===== src/rtl/div_pkg.sv =====
// Shared types and helpers for the sequential restoring divider.
package div_pkg;

    localparam int DIV_WIDTH_DEFAULT = 8;

    typedef enum logic [1:0] {
        IDLE = 2'd0,
        RUN  = 2'd1,
        DONE = 2'd2,
        FIX  = 2'd3
    } div_state_e;

    function automatic int cnt_width(input int width);
        return (width < 2) ? 1 : $clog2(width);
    endfunction

endpackage


===== src/rtl/div_trial_sub.sv =====
// Combinational WIDTH+1-bit trial subtractor for one restoring-division step.
module div_trial_sub #(
    parameter int WIDTH = 8
) (
    input  logic [WIDTH:0] a,
    input  logic [WIDTH:0] b,
    output logic [WIDTH:0] diff,
    output logic           nonneg
);

    // The partial remainder stays below the divisor, so a < 2*b and the
    // difference always fits a WIDTH+1-bit two's complement value.
    assign diff   = a - b;
    assign nonneg = ~diff[WIDTH];

endmodule


===== src/rtl/seq_divider8.sv =====
// Multi-cycle restoring divider, one quotient bit per clock.
// Optional SIGNED_DIV_EN: two's complement operands with a sign-fix state.
module seq_divider8
    import div_pkg::*;
#(
    parameter int WIDTH = DIV_WIDTH_DEFAULT
) (
    input  logic             clk,
    input  logic             rst_n,
    input  logic             start,
    input  logic [WIDTH-1:0] dividend,
    input  logic [WIDTH-1:0] divisor,
    output logic             busy,
    output logic             done,
    output logic [WIDTH-1:0] quotient,
    output logic [WIDTH-1:0] remainder,
    output logic             div_by_zero
);

    localparam int CW = cnt_width(WIDTH);
    localparam logic [1:0] S_IDLE = IDLE;
    localparam logic [1:0] S_RUN  = RUN;
    localparam logic [1:0] S_DONE = DONE;
`ifdef SIGNED_DIV_EN
    localparam logic [1:0] S_FIX  = FIX;
`endif
    localparam logic [WIDTH-1:0] ONE = {{(WIDTH-1){1'b0}}, 1'b1};

    logic [1:0]       state;
    logic [WIDTH-1:0] dvd, dvs, rem;
    logic [CW-1:0]    cnt;
    logic [WIDTH:0]   shifted, diff;
    logic             nonneg;
    logic [WIDTH-1:0] q_nxt, r_nxt;
    logic [WIDTH-1:0] a_mag, b_mag;
    logic             diff_msb_unused;

`ifdef SIGNED_DIV_EN
    logic neg_q, neg_r;
    assign a_mag = dividend[WIDTH-1] ? (~dividend + ONE) : dividend;
    assign b_mag = divisor[WIDTH-1]  ? (~divisor + ONE)  : divisor;
`else
    assign a_mag = dividend;
    assign b_mag = divisor;
`endif

    assign shifted = {rem, dvd[WIDTH-1]};

    div_trial_sub #(.WIDTH(WIDTH)) u_trial (
        .a      (shifted),
        .b      ({1'b0, dvs}),
        .diff   (diff),
        .nonneg (nonneg)
    );

    assign diff_msb_unused = diff[WIDTH];
    assign q_nxt = {dvd[WIDTH-2:0], nonneg};
    assign r_nxt = nonneg ? diff[WIDTH-1:0] : shifted[WIDTH-1:0];

`ifdef SIGNED_DIV_EN
    assign busy = (state == S_RUN) || (state == S_FIX);
`else
    assign busy = (state == S_RUN);
`endif
    assign done = (state == S_DONE);

    always_ff @(posedge clk or negedge rst_n) begin
        if (!rst_n) begin
            state       <= S_IDLE;
            dvd         <= '0;
            dvs         <= '0;
            rem         <= '0;
            cnt         <= '0;
            quotient    <= '0;
            remainder   <= '0;
            div_by_zero <= 1'b0;
`ifdef SIGNED_DIV_EN
            neg_q       <= 1'b0;
            neg_r       <= 1'b0;
`endif
        end else begin
            case (state)
                S_IDLE, S_DONE: begin
                    if (start) begin
                        if (divisor == '0) begin
                            state       <= S_DONE;
                            quotient    <= '1;
                            remainder   <= dividend;
                            div_by_zero <= 1'b1;
                        end else begin
                            state       <= S_RUN;
                            dvd         <= a_mag;
                            dvs         <= b_mag;
                            rem         <= '0;
                            cnt         <= CW'(WIDTH - 1);
                            quotient    <= '0;
                            remainder   <= '0;
                            div_by_zero <= 1'b0;
`ifdef SIGNED_DIV_EN
                            neg_q       <= dividend[WIDTH-1] ^ divisor[WIDTH-1];
                            neg_r       <= dividend[WIDTH-1];
`endif
                        end
                    end else begin
                        state <= S_IDLE;
                    end
                end
                S_RUN: begin
                    dvd <= q_nxt;
                    rem <= r_nxt;
                    cnt <= cnt - CW'(1);
                    if (cnt == '0) begin
`ifdef SIGNED_DIV_EN
                        state     <= S_FIX;
`else
                        state     <= S_DONE;
                        quotient  <= q_nxt;
                        remainder <= r_nxt;
`endif
                    end
                end
`ifdef SIGNED_DIV_EN
                // Magnitudes are divided; signs are reapplied here so the
                // quotient truncates toward zero and the remainder follows the dividend.
                S_FIX: begin
                    state     <= S_DONE;
                    quotient  <= neg_q ? (~dvd + ONE) : dvd;
                    remainder <= neg_r ? (~rem + ONE) : rem;
                end
`endif
                default: state <= S_IDLE;
            endcase
        end
    end

endmodule


===== config.mk =====
export PLATFORM = sky130hd
export DESIGN_NAME = seq_divider8
export DESIGN_NICKNAME = d
export VERILOG_FILES = /design/src/rtl/div_pkg.sv /design/src/rtl/div_trial_sub.sv /design/src/rtl/seq_divider8.sv
export SDC_FILE = /design/constraint.sdc
export NUM_CORES = 1
export LEC_CHECK = 0
export ABC_AREA = 1
export BUFFER_PORTS_ARGS = -buffer_cell sky130_fd_sc_hd__buf_2
export CORE_MARGIN = 4
export CORE_UTILIZATION = 49
export CTS_CLUSTER_DIAMETER = 120
export DETAILED_ROUTE_END_ITERATION = 8
export PLACE_DENSITY = 0.7
export SLEW_MARGIN = 5
export SYNTH_ARGS = -nofsm -noshare
export SYNTH_HDL_FRONTEND = slang
export SYNTH_SLANG_ARGS = --single-unit

===== constraint.sdc =====
create_clock -name clk -period 4.6 [get_ports clk]
set_clock_uncertainty 0.2 [all_clocks]
set_input_delay 0.69 -clock clk [delete_from_list [all_inputs] [get_ports clk]]
set_output_delay 0.69 -clock clk [all_outputs]
set_load 0.01 [all_outputs]

==> results of run 1 <==
layer usage:
| metal | up-vias | GRT usage |
|---|---|---|
| met5 | - | 0 |
| met4 | 0 | 0.0557 |
| met3 | 6 | 0.0399 |
| met2 | 42 | 0.295 |
| met1 | 1031 | 0.273 |
| li1 | 1088 | - |
tightest hold or removal path, cell delays in order, from the launching register on:
cell and delay, ps:
dfrtp_1 350, nand2_1 50, nand3_1 50
through the flow:
stage	instance area [um^2]	util
2_1_floorplan	2600	-
4_1_cts	2940	0.576
3_3_place_gp	2840	0.555
5_1_grt	2940	0.576
3_5_place_dp	2840	0.555
6_report	2940	0.576
synthesized netlist by cell type (all sizes together):
| library cell | count |
|---|---|
| nand2 | 82 |
| inv | 52 |
| dfrtp | 46 |
| nor2 | 41 |
| nand3 | 31 |
| a21oi | 26 |
| o21ai | 17 |
| ha | 10 |
| buf | 6 |
| a22oi | 2 |
| a21o | 1 |
| a31oi | 1 |
| fa | 1 |
| nand3b | 1 |
| nand4 | 1 |
| o211ai | 1 |
| xnor2 | 1 |
| xor2 | 1 |
layout make-up:
cell class	count	area, um^2	share of cell area
flip-flops and latches	46	1150	0.391
repair buffers	37	185	0.0630
clock inverters	1	30.0	0.0102
inverters	52	195	0.0664
multi-input cells	217	1220	0.413
clock buffers	7	76.3	0.0259
well taps	70	87.6	0.0298
logic make-up after synthesis:
group / after synthesis / synth area share
flops: 46 / 0.443
compound gates: 48 / 0.111
xor+xnor: 2 / 0.00674
simple gates: 156 / 0.294
buf+inv: 58 / 0.0886
fa+ha+maj: 11 / 0.0559
worst paths after layout:
kind	start	end	slack [ps]	cells after the start
max	dvd[7]	remainder[4]	2290	13
min	dvd[4]	dvd[4]	290	2
max reg2reg	dvd[7]	remainder[4]	2290	13
min reg2reg	dvd[4]	dvd[4]	290	2
max in group asynchronous	rst_n	remainder[2]	3230	1
min in group asynchronous	rst_n	quotient[7]	360	1
state kept, by name (all words and copies together) (netlist names):
name	flops
rem	8
state	2
cnt	3
div_by_zero	1
remainder	8
dvs	8
quotient	8
dvd	8
power by group:
part / internal [mW] / leakage (nW) / switching [mW]
sequential: 0.616 / 0.547 / 0.112
clock: 0.163 / 0.0524 / 0.130
combinational: 0.584 / 0.947 / 1.06
total: 1.36 / 1.55 / 1.30
==> impl_metrics.json, run 1 <==
{
  "final_cells": 430,
  "hold_path_class": "reg -> reg",
  "cap_violations": 0,
  "ctsHtreeMaxLevel": 2,
  "gr-total-overflow": 0,
  "fp.coreArea_mm2": 0.00511,
  "crit_type": "reg -> reg",
  "ant_nets": 0,
  "diodes": 0,
  "first_global_vias": 2054,
  "seq_area_frac_synth": 0.443,
  "place_congestion": 0.829,
  "port_buffers": 37,
  "rows": 26,
  "power_per_cell_area_mw_per_mm2": 907,
  "finalMaxSlewViolations": 0,
  "root_buffer": "clkbuf_8",
  "synth.largest_area_cell": "dfrtp_1",
  "worst_slew_pin_slew_ps": 996,
  "syn-instance-count": 321,
  "die_w_um": 80.8,
  "setup_ws_ps": 2290,
  "final_common_cell": "nand2_1",
  "placed_cells": 422,
  "whs_ps": 287,
  "nNetsFinal": 389,
  "status": "finished clean",
  "route.met2.wl_um": 2570,
  "die-height_um": 80.8,
  "routed.top_layer": "met4",
  "critical_path.top_delay_family": "simple AND/OR/NAND/NOR gates",
  "wl_per_cell_um": 13.0,
  "cts_sinks": 46,
  "final_cell_mix": "nand2_1, inv_1, dfrtp_1, buf_2, nor2_1",
  "drc": 0,
  "finalHoldViolations": 0,
  "drive_above_1_share": 0.203,
  "path_cells": "inv_1 > ha_1 > inv_1 > fa_1 > nand2_1 > nand2_1 > nand3_4 > nand2_4 > nand2_4 > nand2_4 > nand2_1 > nand3_2 > a21oi_2",
  "syn_area_mm2": 0.00260,
  "cp-end-kind": "flip-flop",
  "avgSynthCellArea_um2": 8.09,
  "initial_utilization": 0.509,
  "cts_tree": "built",
  "first_iter_violations": 159,
  "grt_antenna_before_repair": 0,
  "fmax_mhz": 432,
  "synth_seq_cells": 46,
  "worstPathArrival_ps": 2340,
  "cpMaxStageDelayCell": "fa_1",
  "dp_hpwl_um": 4290,
  "cts-buffers-inserted": 5,
  "fillers": 498,
  "cts_hold_buf": 0,
  "clk_latency_ps": 300,
  "slowest_delay_ps": 400,
  "p_leak_nw": 1.55,
  "wl_met1_um": 2710,
  "dieArea_mm2": 0.00653,
  "period_needed_ps": 2310,
  "power.total_mw": 2.67,
  "fin_setup_tns_ps": 0,
  "viasPerCell": 5.04,
  "worst_ir_drop_vdd_mv": 0.394,
  "grt_pass1_wl_um": 9650,
  "syn-num-nets": 351,
  "clk_path_buf_depth": 2,
  "clk_pin_slew_ps": 80,
  "cts.repair.resized": 0,
  "routed-wl-met3_um": 249,
  "yosys_warnings": 0,
  "wirelength_um": 5600,
  "slew_headroom": 0.336,
  "period_share": 0.503,
  "final-setup-viol-count": 0,
  "required_ps": 4630,
  "netlist_top_cells_area": "dfrtp_1, nand2_1, inv_1",
  "grt_usage": 0.191,
  "io_pins": 38,
  "grt_start_max_net_pins": 47,
  "drtPass1Iterations": 4,
  "post-place-ws_ps": 2170,
  "synth_top_area_frac": 0.443,
  "post_cts_buffers": 0,
  "rsz0062_at_grt": "no",
  "critPathMaxFanout": 7,
  "start_kind": "flip-flop",
  "ys_types": 30,
  "syn_to_final_growth_pct": 13.2,
  "vias": 2167,
  "critical_path_buf_inv_count": 2
}
Power figures use the tool's default switching activity.
==> inputs of run 2 (changes only) <==
- PLACE_DENSITY: 0.7 -> 0.73
- clock period: 4.6 -> 1.9 ns (I/O delays scaled with it)
==> impl_metrics.json, run 2 (synthesis results as in run 1) <==
{
  "start_kind": "flip-flop",
  "fmax_mhz": 484,
  "fp.coreArea_mm2": 0.00511,
  "cap_violations": 0,
  "finalHoldViolations": 0,
  "critPathMaxFanout": 7,
  "first_iter_violations": 174,
  "cp-end-kind": "flip-flop",
  "nNetsFinal": 418,
  "critical_path_buf_inv_count": 2,
  "final-setup-viol-count": 18,
  "grt_start_max_net_pins": 29,
  "clk_latency_ps": 300,
  "status": "finished with violations",
  "die-height_um": 80.8,
  "drc": 0,
  "slowest_delay_ps": 380,
  "wl_per_cell_um": 13.7,
  "dp_hpwl_um": 4660,
  "finalMaxSlewViolations": 0,
  "cts_sinks": 46,
  "viasPerCell": 5.03,
  "period_needed_ps": 2060,
  "worstPathArrival_ps": 2050,
  "dieArea_mm2": 0.00653,
  "cts-buffers-inserted": 5,
  "cp.depth": 12,
  "crit_type": "reg -> reg",
  "wirelength_um": 6300,
  "setup_ws_ps": -165,
  "violations": "negative setup slack",
  "clk_path_buf_depth": 2,
  "post-place-ws_ps": -117,
  "cpMaxStageDelayCell": "dfrtp_1",
  "gr-total-overflow": 0,
  "initial_utilization": 0.509,
  "place_congestion": 0.888,
  "worstRegToRegCells": 12,
  "grt_pass1_wl_um": 10200,
  "die_w_um": 80.8,
  "ctsHtreeMaxLevel": 2,
  "worst_slew_pin_slew_ps": 470,
  "grt_usage": 0.203,
  "rows": 26,
  "clk_pin_slew_ps": 90,
  "period_share": 1.09,
  "rsz0062_at_grt": "yes",
  "grt_antenna_before_repair": 0,
  "min_path_cells": 3,
  "ant_nets": 0,
  "vias": 2307,
  "root_buffer": "clkbuf_8",
  "first_global_vias": 2166,
  "slew_headroom": 0.687,
  "io_pins": 38,
  "required_ps": 1880,
  "drive_above_1_share": 0.306,
  "syn_to_final_growth_pct": 28.3,
  "fillers": 433,
  "critical_path.top_delay_family": "simple AND/OR/NAND/NOR gates",
  "cts_tree": "built",
  "port_buffers": 37,
  "diodes": 0,
  "hold_path_class": "in -> reg",
  "final_common_cell": "nand2_1",
  "drtPass1Iterations": 5,
  "path_cells": "inv_2 > ha_4 > inv_2 > fa_2 > nand2_2 > nand2_4 > nand3_4 > nand3_4 > nand2_8 > nand3_2 > nand2_2 > o21ai_1",
  "final_cell_mix": "nand2_1, inv_1, dfrtp_1, nor2_1, buf_2"
}
run 2: final cells by class:
cell class                 instances  area, um^2  share of cell area
inverter                          52         199              0.0597
sequential                        46        1150               0.345
multi-input combinational        217        1320               0.397
clock buffer                       5        68.8              0.0207
clock inverter                     3        43.8              0.0131
timing repair buffer              66         459               0.138
tap                               70        87.6              0.0263
run 2: layer usage:
layer / GRT usage / part of all wire
met1: 0.290 / 0.46
met2: 0.318 / 0.48
met3: 0.0455 / 0.051
met4: 0.0456 / 0.0084
met5: 0 / 0
run 2: what timing repair did:
action,in CTS,in global routing
gates resized for setup,9,15
endpoints found under the hold margin,21,0
endpoints found under the setup margin,18,27
pin swaps,3,7
hold buffers,4,0
buffers inserted,1,6
run 2: worst reg2reg max path: stages, from the launching register on:
cell     delay, ps
dfrtp_1        380
inv_2           80
ha_4           130
inv_2           40
fa_2           360
nand2_2         90
nand2_4         60
nand3_4         90
nand3_4        150
nand2_8        140
nand3_2         70
nand2_2         80
o21ai_1         70
run 2: final timing paths:
check | startpoint | end | slack (ps)
worst max-delay path | dvd[7] | rem[7] | -160
worst min-delay path | divisor[1] | dvs[1] | 10
worst max register to register | dvd[7] | rem[7] | -160
worst min register to register | cnt[0] | cnt[0] | 290
max in group asynchronous | rst_n | dvd[0] | 730
min in group asynchronous | rst_n | cnt[1] | 250
run 2: through the flow:
stage          setup TNS [ps]   util  instance area, um^2  instances  hold WS, ps
2_1_floorplan            -123      -                 2630        321         -211
3_3_place_gp             -716  0.595                 3040        442         65.1
3_5_place_dp            -1450  0.595                 3040        442         65.8
4_1_cts                 -1840  0.635                 3250        455        0.137
5_1_grt                 -4270  0.652                 3330        459         23.7
6_report                -2260  0.652                 3330        459         9.83
Power of run 2 is not shown: default switching activity piles up to over one toggle a cycle in this logic, so the estimate is an artifact.
